--- src/rtl/flasher_pkg.sv ---
// rtl/flasher_pkg.sv - shared state encoding and default constants for the alert flasher
package flasher_pkg;

    localparam int ALERT_W = 3;

    typedef enum logic [ALERT_W-1:0] {
        ST_IDLE   = 3'd0,
        ST_WARN   = 3'd1,
        ST_URGENT = 3'd2,
        ST_BURST  = 3'd3,
        ST_OFF    = 3'd4
    } alert_state_t;

    localparam int DEF_CNT_W      = 8;
    localparam int DEF_LIMIT_A    = 99;
    localparam int DEF_WARN_WIN   = 9;
    localparam int DEF_URGENT_WIN = 2;
    localparam int DEF_SLOW_HALF  = 5;
    localparam int DEF_FAST_HALF  = 1;
    localparam int DEF_BURST_N    = 3;

    // Bits needed to hold every value in 0..max_val.
    function automatic int cnt_width(input int max_val);
        int w;
        w = 1;
        while ((1 << w) <= max_val) w++;
        return w;
    endfunction

    function automatic logic is_blink_state(input alert_state_t s);
        return (s == ST_WARN) || (s == ST_URGENT) || (s == ST_BURST);
    endfunction

endpackage

--- src/rtl/flash_phase_gen.sv ---
// rtl/flash_phase_gen.sv - TickIn-driven half-period counter and LED toggle register
module flash_phase_gen
    import flasher_pkg::*;
#(
    parameter int SLOW_HALF = DEF_SLOW_HALF,
    parameter int FAST_HALF = DEF_FAST_HALF
) (
    input  logic i_clk,
    input  logic i_reset,
    input  logic i_restart,
    input  logic i_clear,
    input  logic i_enable,
    input  logic i_tick,
    input  logic i_fast,
    output logic o_led,
    output logic o_toggle
);

    localparam int PH_W = cnt_width((SLOW_HALF > FAST_HALF) ? SLOW_HALF : FAST_HALF);

    logic [PH_W-1:0] r_phase;
    logic            r_led;
    logic [PH_W-1:0] w_half_m1;
    logic            w_wrap;

    assign w_half_m1 = i_fast ? PH_W'(FAST_HALF - 1) : PH_W'(SLOW_HALF - 1);
    assign w_wrap    = (r_phase == w_half_m1);
    assign o_toggle  = i_enable & i_tick & w_wrap;
    assign o_led     = r_led;

    // Restart wins over tick so a strobe on the entry cycle never advances the phase.
    always_ff @(posedge i_clk) begin
        if (i_reset) begin
            r_phase <= '0;
            r_led   <= 1'b0;
        end else if (i_restart) begin
            r_phase <= '0;
            r_led   <= 1'b1;
        end else if (i_clear) begin
            r_phase <= '0;
            r_led   <= 1'b0;
        end else if (i_enable && i_tick) begin
            if (w_wrap) begin
                r_phase <= '0;
                r_led   <= ~r_led;
            end else begin
                r_phase <= r_phase + PH_W'(1);
            end
        end
    end

endmodule

--- src/rtl/timer_alert_flasher.sv ---
// rtl/timer_alert_flasher.sv - alert LED FSM driven by remaining time and timer stop events
module timer_alert_flasher
    import flasher_pkg::*;
#(
    parameter int CNT_W      = DEF_CNT_W,
    parameter int LIMIT_A    = DEF_LIMIT_A,
    parameter int WARN_WIN   = DEF_WARN_WIN,
    parameter int URGENT_WIN = DEF_URGENT_WIN,
    parameter int SLOW_HALF  = DEF_SLOW_HALF,
    parameter int FAST_HALF  = DEF_FAST_HALF,
    parameter int BURST_N    = DEF_BURST_N
) (
    input  logic               CLK,
    input  logic               Reset,
    input  logic               TickIn,
    input  logic               Stopped,
    input  logic               ModeSel,
    input  logic [CNT_W-1:0]   Count,
    input  logic [CNT_W-1:0]   Limit,
    output logic               FlashingLED,
    output logic [ALERT_W-1:0] AlertState
);

    localparam int              BC_W       = cnt_width(2 * BURST_N);
    localparam logic [BC_W-1:0] BC_LAST    = BC_W'(2 * BURST_N - 1);
    localparam logic [CNT_W:0]  WARN_LIM   = (CNT_W + 1)'(WARN_WIN);
    localparam logic [CNT_W:0]  URGENT_LIM = (CNT_W + 1)'(URGENT_WIN);

    alert_state_t    r_state;
    alert_state_t    w_next;
    logic            r_stopped_d;
    logic            r_after_rst;
    logic [BC_W-1:0] r_burst_cnt;

    logic [CNT_W-1:0] w_target;
    logic [CNT_W:0]   w_diff;
    logic [CNT_W:0]   w_remaining;
    logic             w_stop_edge;
    logic             w_toggle;
    logic             w_cur_blink;
    logic             w_next_blink;
    logic             w_restart;

    // Extra top bit makes Count > target show up as a borrow instead of wrapping.
    assign w_target    = ModeSel ? Limit : CNT_W'(LIMIT_A);
    assign w_diff      = {1'b0, w_target} - {1'b0, Count};
    assign w_remaining = w_diff[CNT_W] ? '0 : w_diff;

    // The first cycle after reset treats a high Stopped as held, not as a new edge.
    assign w_stop_edge = Stopped & ~r_stopped_d & ~r_after_rst;

    assign w_cur_blink  = is_blink_state(r_state);
    assign w_next_blink = is_blink_state(w_next);
    assign w_restart    = w_next_blink && (w_next != r_state);

    always_comb begin
        w_next = r_state;
        if (w_stop_edge) begin
            w_next = ST_BURST;
        end else begin
            case (r_state)
                ST_BURST: begin
                    if (!Stopped)
                        w_next = ST_IDLE;
                    else if (w_toggle && (r_burst_cnt == BC_LAST))
                        w_next = ST_OFF;
                end
                ST_OFF: begin
                    if (!Stopped)
                        w_next = ST_IDLE;
                end
                default: begin
                    if (Stopped)
                        w_next = ST_OFF;
                    else if (w_remaining <= URGENT_LIM)
                        w_next = ST_URGENT;
                    else if (w_remaining <= WARN_LIM)
                        w_next = ST_WARN;
                    else
                        w_next = ST_IDLE;
                end
            endcase
        end
    end

    always_ff @(posedge CLK) begin
        if (Reset) begin
            r_state     <= ST_IDLE;
            r_stopped_d <= 1'b0;
            r_after_rst <= 1'b1;
            r_burst_cnt <= '0;
        end else begin
            r_state     <= w_next;
            r_stopped_d <= Stopped;
            r_after_rst <= 1'b0;
            if ((r_state == ST_BURST) && (w_next == ST_BURST)) begin
                if (w_toggle)
                    r_burst_cnt <= r_burst_cnt + BC_W'(1);
            end else begin
                r_burst_cnt <= '0;
            end
        end
    end

    flash_phase_gen #(
        .SLOW_HALF (SLOW_HALF),
        .FAST_HALF (FAST_HALF)
    ) u_phase (
        .i_clk     (CLK),
        .i_reset   (Reset),
        .i_restart (w_restart),
        .i_clear   (~w_next_blink),
        .i_enable  (w_cur_blink),
        .i_tick    (TickIn),
        .i_fast    (r_state != ST_WARN),
        .o_led     (FlashingLED),
        .o_toggle  (w_toggle)
    );

    assign AlertState = r_state;

endmodule

--- config.mk ---
export PLATFORM = sky130hd
export DESIGN_NAME = timer_alert_flasher
export DESIGN_NICKNAME = d
export VERILOG_FILES = /design/src/rtl/flasher_pkg.sv /design/src/rtl/flash_phase_gen.sv /design/src/rtl/timer_alert_flasher.sv
export SDC_FILE = /design/constraint.sdc
export NUM_CORES = 1
export LEC_CHECK = 0
export CORE_MARGIN = 1.5
export CORE_UTILIZATION = 45
export CTS_BUF_LIST = sky130_fd_sc_hd__clkbuf_4 sky130_fd_sc_hd__clkbuf_8
export DETAILED_ROUTE_END_ITERATION = 8
export PLACE_DENSITY = 0.72
export SYNTH_ARGS = -nofsm -noshare
export SYNTH_HDL_FRONTEND = slang
export SYNTH_SLANG_ARGS = --single-unit
--- constraint.sdc ---
create_clock -name CLK -period 3.9 [get_ports CLK]
set_input_delay 0.975 -clock CLK [delete_from_list [all_inputs] [get_ports CLK]]
set_output_delay 0.975 -clock CLK [all_outputs]
set_load 0.005 [all_outputs]
== After elaboration in Yosys (flattened, before gate mapping) ==
Cells that the tools add are included.
Storage, ports and cells
  input port bits: 21
  word-level logic and storage cells: 61
  register bits: 12
Cells by class
  equal/unequal tests: 13
  reductions and logical operators: 11
  mux-type cells: 17
  $lt $le $gt $ge: 2
  add/subtract/negate cells: 3
  bitwise logic cells: 9
Operators with widths (count)
  $mux 3: 7
  $mux 8: 2
  $eq 3x2->1 const B: 4
  $ne 3x1->1 const B: 3
  $sub 8x8->9: 1
  $le 8x2->1 const B: 1
  $le 8x4->1 const B: 1
  $add 3x1->3 const B: 2
  $eq 3x1->1 const B: 2
  $eq 3x3->1 const B: 2
  $mux 1: 6
  $pmux 3 s2: 1
  $not 1->1: 5
  $and 1x1->1: 4
  $logic_and 1x1->1: 4
  $logic_or 1x1->1: 4
  $eq 3x3->1: 1
  $ne 3x3->1: 1
  $reduce_or 3->1: 1
  $mux 2: 1
  $reduce_and 2->1: 1
  $reduce_or 2->1: 1

== Depth between registers and ports, before layout ==
Gate-level depths: netlist of the first run.
  depth after elaboration: 16
  mapped depth: 11
  gate-level depth less buffers: 11

== By module ==
From an unflattened synthesis of the first run, not the netlist that was laid out.
Second synthesis, totals
  cell total of the unflattened synthesis: 128
  area total of the unflattened synthesis: 1031.0 um^2
Modules (own cells, without submodules)
  timer_alert_flasher: area each 807.0 um^2, cells an instance 102, instances 1
  flash_phase_gen: area each 224.0 um^2, cells an instance 26, instances 1

== Worst setup path after synthesis of the first run ==
Ideal clock, no wire load.
  path kind: input port to flip-flop
  start: input port ModeSel
  end: register u_phase.r_led, in the netlist u_phase.o_led
  arrival: 3271 ps
  slack: 507 ps
  setup time: 122 ps
  cell stages on the path: 11
  path through: nor2b_1 -> ha_1 -> inv_1 -> fa_1 -> or4bb_1 -> o311a_1 -> a32oi_2 -> a211oi_2 -> a21oi_4 -> xnor2_1 -> o311a_1
Between the ends
  word-level cells in the longest chain between the ends: 15
  elaborated cells between the ends (all ways): 22
  classes of those cells: add/sub: 1; order compare: 2; eq/ne: 6; mux: 9; reduce/logical: 4
RTL lines
  start: declaration: RTL line timer_alert_flasher.sv:17  | input logic ModeSel,
  $mux 8 *: RTL line timer_alert_flasher.sv:45  | assign w_target = ModeSel ? Limit : CNT_W'(LIMIT_A);
  $sub 8x8->9 *: RTL line timer_alert_flasher.sv:46  | assign w_diff = {1'b0, w_target} - {1'b0, Count};
  $mux 8 *: RTL line timer_alert_flasher.sv:47  | assign w_remaining = w_diff[CNT_W] ? '0 : w_diff;
  $le 8x4->1: RTL line timer_alert_flasher.sv:77  | else if (w_remaining <= WARN_LIM)
  $mux 1: RTL line timer_alert_flasher.sv:77
  $mux 2 *: RTL line timer_alert_flasher.sv:75  | else if (w_remaining <= URGENT_LIM)
  $mux 3 *: RTL line timer_alert_flasher.sv:73  | if (Stopped)
  $pmux 3 s2 *: RTL line timer_alert_flasher.sv:61  | case (r_state)
  $mux 3 *: RTL line timer_alert_flasher.sv:58  | if (w_stop_edge) begin
  $eq 3x1->1 or $eq 3x2->1 (tied branches): RTL line flasher_pkg.sv:31  | return (s == ST_WARN) || (s == ST_URGENT) || (s == ST_BURST);
  $logic_or 1x1->1 (2 in a row): RTL line flasher_pkg.sv:31
  $logic_and 1x1->1: RTL line timer_alert_flasher.sv:54  | assign w_restart = w_next_blink && (w_next != r_state);
  $ne 3x1->1 (no source line)
  $reduce_and 2->1 (no source line)
  end signal: assignment: RTL line flash_phase_gen.sv:45  | r_led <= ~r_led;
  end: declaration: RTL line flash_phase_gen.sv:22  | logic r_led;
Every way passes the cells marked *; elsewhere a longest branch is shown, timed or not.
A chain may end at the register's enable or synchronous reset.

== Worst setup path in the final report of the first run ==
  start: input port ModeSel
  end: register u_phase.r_phase[2]
Between the ends
  word-level cells in the longest chain between the ends: 14
  elaborated cells between the ends (all ways): 19
  classes of those cells: add/sub: 1; order compare: 2; eq/ne: 4; mux: 7; bitwise: 1; reduce/logical: 4
RTL lines
  $mux 8 *: RTL line timer_alert_flasher.sv:45
  $sub 8x8->9 *: RTL line timer_alert_flasher.sv:46
  $mux 8 *: RTL line timer_alert_flasher.sv:47
  $le 8x4->1: RTL line timer_alert_flasher.sv:77
  $mux 1: RTL line timer_alert_flasher.sv:77
  $mux 2 *: RTL line timer_alert_flasher.sv:75
  $mux 3 *: RTL line timer_alert_flasher.sv:73
  $pmux 3 s2 *: RTL line timer_alert_flasher.sv:61
  $mux 3 *: RTL line timer_alert_flasher.sv:58
  $eq 3x1->1 or $eq 3x2->1 (tied branches): RTL line flasher_pkg.sv:31
  $logic_or 1x1->1 (2 in a row): RTL line flasher_pkg.sv:31
  $logic_and 1x1->1 or $not 1->1 (tied branches)
  $reduce_or 3->1 (no source line) *
  end signal: assignment: RTL line flash_phase_gen.sv:47  | r_phase <= r_phase + PH_W'(1);
  end: declaration: RTL line flash_phase_gen.sv:21  | logic [PH_W-1:0] r_phase;
Marks and branches as above.

==> impl_metrics.csv, run 1 <==
group,metric,value,unit
status,status,"finished clean",
setup_path,crit_required,4070,ps
sta,drv_slew,0,
die,ioPinCount,25,
setup_path,slowest_stage,"or4bb_1",
synthesis,synthFlopType,"dfxtp_1",
route,ant_nets,0,
synthesis,synth_seq_cells,12,
cts,hold_buffers,0,
die,rows,18,
sta,final_period_minus_worst_setup_slack,3660,ps
synthesis,syn_area_per_cell,8.34,um2
setup_path,r2r_cells,9,
global_route,overflow,0,
synthesis,async_flop_share,0,%
route,route.detailed.drc,0,
finish,final_cell_mix,"24 x clkdlybuf4s50_1, 16 x inv_1, 13 x a21oi_1",
setup_path,start_kind,"input port",
finish,drive_gt1_share,11.4,%
finish,final_nets,210,
route,viasPerCell,5.54,
setup_path,cp.arrival,3840,ps
route,drt_iter0_drc,15,
synthesis,syn-num-nets,179,
cts,post_cts_resized,0,
synthesis,ys_types,50,
route,wl_per_cell,12.8,um
cts,cts.sinks,12,
cts,clock_latency,270,ps
finish,num_antenna_cells,0,
setup_path,crit_buf_inv,2,
cts,tritoncts,"built",
setup_path,crit_path_end_kind,"flip-flop",
pwr,total_power,371,uW
die,die-width,54.9,um
setup_path,timing.critical_path.depth,12,
cts,post_cts_buffers,0,
min_path,hold_class,"reg2reg",
sta,fin_skew,9.22,ps
setup_path,critPathTopFamily,"simple AND/OR/NAND/NOR gates",
cts,root_buffer,"clkbuf_4",
finish,fin_cells,205,
global_route,track_usage,20.7,%
die,die-area,3010,um2
sta,max-slew-margin-rel,63.0,%
synthesis,synthCells,145,
route,wl,2.63,mm
min_path,holdPathStages,1,
global_route,grt_pass1_vias,1075,
die,coreArea,2500,um2
finish,stdcell_area,1540,um2
die,chipHeight,54.9,um
finish,layout_commonest_cell,"clkdlybuf4s50_1",
setup_path,path_cells,"clkdlybuf4s50_1 -> nor2b_1 -> ha_1 -> inv_1 -> fa_1 -> or4bb_1 -> o311a_1 -> a32oi_2 -> a211oi_2 -> a21oi_4 -> xnor2_1 -> and4b_1",
cts,cts_buffer_depth,2,
sta,clock.fmax,273,MHz
setup_path,worstPathMaxFanout,4,
sta,hold_violations,0,
place,place.port_buffers,24,
place,place_congestion,0.848,
place,hpwl,2.25,mm
place,placedCellCount,201,
synthesis,synth_area,1210,um2
route,num_vias,1135,
die,start_util,48.4,%
pwr,p_leak,0.633,nW
cts,cts_made_buffers,3,
synthesis,synth_edf_count,0,
global_route,antenna_found_initial,0,
sta,worst_pin_slew,552,ps
sta,rsz0062_at_grt,"no",
synthesis,yosys_warnings,0,
sta,final.period_utilization,93.9,%
cts,path_clk_slew,80,ps
setup_path,cp_slowest_stage_delay,520,ps
route,first_pass_iters,4,
pwr,pwr_density_cell,241,nW/um2
sta,setup_viol,0,
job,max-cap-violations,0,
place,placed_cell_area,1510,um2
sta,holdWs,534,ps
global_route,grt_pass1_wl,4.55,mm
finish,syn2layout_area_growth,27.5,%
cts,cts_max_level,1,
global_route,grt_max_degree,10,
setup_path,crit_type,"in2reg",
pwr,ir_worst_vdd,0.000239,V
finish,nFillCells,231,
synthesis,synth_seq_area_share,19.9,%
stage by stage:
stage	TNS, ps	setup slack, ps	utilization, %
after detailed placement	-227	-58.2	60.3
after global placement	0	20.3	60.3
after global routing	0	72.7	61.7
final	0	239	61.7
after CTS	0	237	61.7
after floorplan	0	507	-
routing by layer:
layer / vias up / global-route usage (%) / routed length [um]
li1: 584 / - / -
met1: 519 / 25.0 / 1160
met2: 30 / 38.3 / 1360
met3: 2 / 5.46 / 111
met4: 0 / 0.417 / 6
met5: - / 0 / 0
state kept, by name, summed over array words and instances (netlist names):
signal           cells
r_after_rst          1
u_phase.r_phase      3
AlertState           3
r_stopped_d          1
r_burst_cnt          3
u_phase.o_led        1
power by group:
part           leakage (nW)  switching, mW  total [mW]  internal, mW
clock                0.0210         0.0423      0.0991        0.0567
combinational         0.514         0.0673       0.140        0.0726
sequential           0.0981        0.00570       0.132         0.126
total                 0.633          0.115       0.371         0.256
final cells by class:
class	instances	area [um2]	share of cell area, %
Multi-Input combinational cell	113	883	57.3
Timing Repair Buffer	30	285	18.5
Sequential cell	12	240	15.6
Inverter	16	60.1	3.89
Tap cell	30	37.5	2.43
Clock buffer	4	36.3	2.35
kinds of logic after synthesis:
group | Yosys count | synth area share [%]
AO/OA/AOI/OAI | 40 | 25.9
multiplexers | 4 | 3.31
adder cells (fa/ha/maj) | 13 | 14.1
flip-flops | 12 | 19.9
buffers and inverters | 20 | 7.14
XOR/XNOR | 6 | 4.34
AND/OR/NAND/NOR | 50 | 25.4
synth_stat cells, drive strengths merged (3+ instances only):
master / count / share of area (%)
a21oi: 14 / 6.7
and2: 7 / 3.7
dfxtp: 12 / 20
ha: 12 / 12
inv: 16 / 5.0
mux2i: 4 / 3.3
nand2: 9 / 2.8
nand2b: 3 / 1.6
nand3: 3 / 1.2
nor2: 4 / 1.2
nor2b: 5 / 2.8
nor3: 3 / 1.2
nor3b: 3 / 1.9
o21ai: 7 / 2.9
xnor2: 5 / 3.6
path summary, 6_finish.rpt:
path / start / slack (ps) / endpoint
hold reg to reg: r_burst_cnt[1] / 530 / r_burst_cnt[1]
setup reg to reg: u_phase.r_phase[0] / 1540 / u_phase.r_phase[2]
hold / removal: r_burst_cnt[1] / 530 / r_burst_cnt[1]
setup / recovery: ModeSel / 240 / u_phase.r_phase[2]
(Power assumes the default switching activity.)
==> inputs of run 2 (changes only) <==
- PLACE_DENSITY: 0.72 -> 0.77
- clock period: 3.9 -> 4.6 ns (I/O delays scaled with it)
==> impl_metrics.csv, run 2 (synthesized netlist as in run 1, its figures left out) <==
group,metric,value,unit
finish,drive_gt1_share,8.82,%
global_route,busiest_layer,"met2",
die,coreArea,2500,um2
cts,post_cts_resized,0,
cts,tritoncts,"built",
setup_path,crit_path_start,"ModeSel",
global_route,grt_util_met1,25.7,%
finish,final_cell_mix,"24 x clkdlybuf4s50_1, 16 x inv_1, 13 x a21oi_1",
route,first_pass_iters,4,
cts,cts_made_buffers,3,
sta,finalSetupTns,0,ps
setup_path,crit_path_end_kind,"flip-flop",
route,ant_nets,0,
sta,clock.fmax,248,MHz
setup_path,start_kind,"input port",
setup_path,r2r-start,"u_phase.r_phase[0]",
sta,worst_pin_slew,526,ps
die,rows,18,
global_route,overflow,0,
global_route,grt_max_degree,10,
pwr,p_seq_share,35.9,%
sta,holdWs,541,ps
place,placed_cell_area,1470,um2
sta,drv_slew,0,
global_route,grtUsageMet2,30.4,%
cts,cts.sinks,12,
finish,layout_commonest_cell,"clkdlybuf4s50_1",
die,start_util,48.4,%
global_route,grt_pass1_wl,4.23,mm
route,route.detailed.drc,0,
cts,root_buffer,"clkbuf_4",
finish,stdcell_area,1510,um2
die,chipHeight,54.9,um
pwr,combPwrFrac,36.7,%
route,num_vias,1122,
route,wl_per_cell,13.0,um
finish,final_nets,205,
global_route,use_met3,3.55,%
setup_path,cp.arrival,4200,ps
cts,cts_max_level,1,
setup_path,crit_type,"in2reg",
sta,rsz0062_at_grt,"no",
job,max-cap-violations,0,
pwr,pwr_density_cell,207,nW/um2
finish,num_antenna_cells,0,
finish,postLayoutCoreUtil,60.2,%
die,die-area,3010,um2
cts,hold_buffers,0,
cts,cts_buffer_depth,2,
place,hpwl,2.05,mm
route,wl,2.60,mm
sta,final_period_minus_worst_setup_slack,4030,ps
min_path,holdCritStartpoint,"r_burst_cnt[1]",
finish,seq_area,240,um2
sta,max-slew-margin-rel,64.7,%
pwr,p_sw,98.2,uW
setup_path,crit_required,4770,ps
setup_path,timing.rr.end,"u_phase.o_led",
die,ioPinCount,25,
global_route,grt_pass1_vias,1010,
min_path,hold_class,"reg2reg",
pwr,p_int,214,uW
route,drt_iter0_drc,18,
route,viasPerCell,5.61,
pwr,switching_share,31.5,%
finish,multiInputGateArea,883,um2
global_route,antenna_found_initial,0,
setup_path,worstPathMaxFanout,7,
die,die-width,54.9,um
sta,hold_violations,0,
sta,setup_viol,0,
pwr,power_frac_clock,27.3,%
pwr,p_leak,0.609,nW
sta,fin_skew,6.92,ps
global_route,track_usage,19.6,%
setup_path,endpoint,"u_phase.o_led",
finish,syn2layout_area_growth,24.4,%
setup_path,r2r_cells,9,
setup_path,reg2reg_slack,2300,ps
cts,clock_latency,280,ps
cts,path_clk_slew,80,ps
place,place.port_buffers,24,
cts,post_cts_buffers,0,
pwr,ir_worst_vdd,0.000153,V
place,place_congestion,0.822,
sta,final.period_utilization,87.5,%
finish,nFillCells,220,
pwr,total_power,312,uW
status,status,"finished clean",
[run 2: changes by cell type in the layout (fill, tap and decap cells not counted), sizes merged]
cell / before / now
buf: 6 / 1
[run 2: area by class of cell]
type	count	area share [%]
clock buffers	4	2.41
multi-input cells	113	58.7
inverters	16	3.99
flip-flops and latches	12	16.0
repair buffers	25	16.5
well taps	30	2.49
[run 2: worst max-delay path: stages]
cell	delay (ps)
clkdlybuf4s50_1	480
nor2b_1	140
ha_1	180
inv_1	60
fa_1	470
or4bb_1	520
o311a_1	150
a32oi_2	270
a211oi_2	100
a21oi_4	230
xnor2_1	140
o311a_1	300
[run 2: per-stage QoR]
step / setup WS (ps) / std cells
4_1_cts: 596 / 200
6_report: 574 / 200
5_1_grt: 425 / 200
2_1_floorplan: 1030 / 145
3_3_place_gp: 381 / 196
3_5_place_dp: 289 / 196
[run 2: how the worst min path moves through the flow]
| stage | cells past startpoint | slack [ps] | end |
|---|---|---|---|
| detailed placement | 1 | 520 | r_burst_cnt[1] |
| finish | 1 | 540 | r_burst_cnt[1] |
| global route | 1 | 580 | r_burst_cnt[1] |
| CTS | 1 | 540 | r_burst_cnt[1] |
| global placement | 1 | 510 | r_burst_cnt[1] |
| floorplan | 1 | 500 | r_burst_cnt[1] |
[run 2: layer usage]
metal,vias up,part of all wire [%]
met4,0,2.3
met1,516,49
met5,-,0
met2,24,44
met3,6,4.2
li1,576,-
[run 2: power groups by stage]
stage          logic (mW)  registers, mW  clock network, mW
6_report            0.115          0.112             0.0852
4_1_cts             0.114          0.112             0.0866
5_1_grt             0.125          0.113             0.0921
2_1_floorplan      0.0796          0.112                  0
3_5_place_dp        0.113          0.114                  0
3_3_place_gp        0.110          0.114                  0
==> inputs of run 3 (changes only) <==
- SETUP_SLACK_MARGIN: not set -> 0.05
==> results of run 3 <==
Final layout, timing and power as in run 2 (identical DEF).
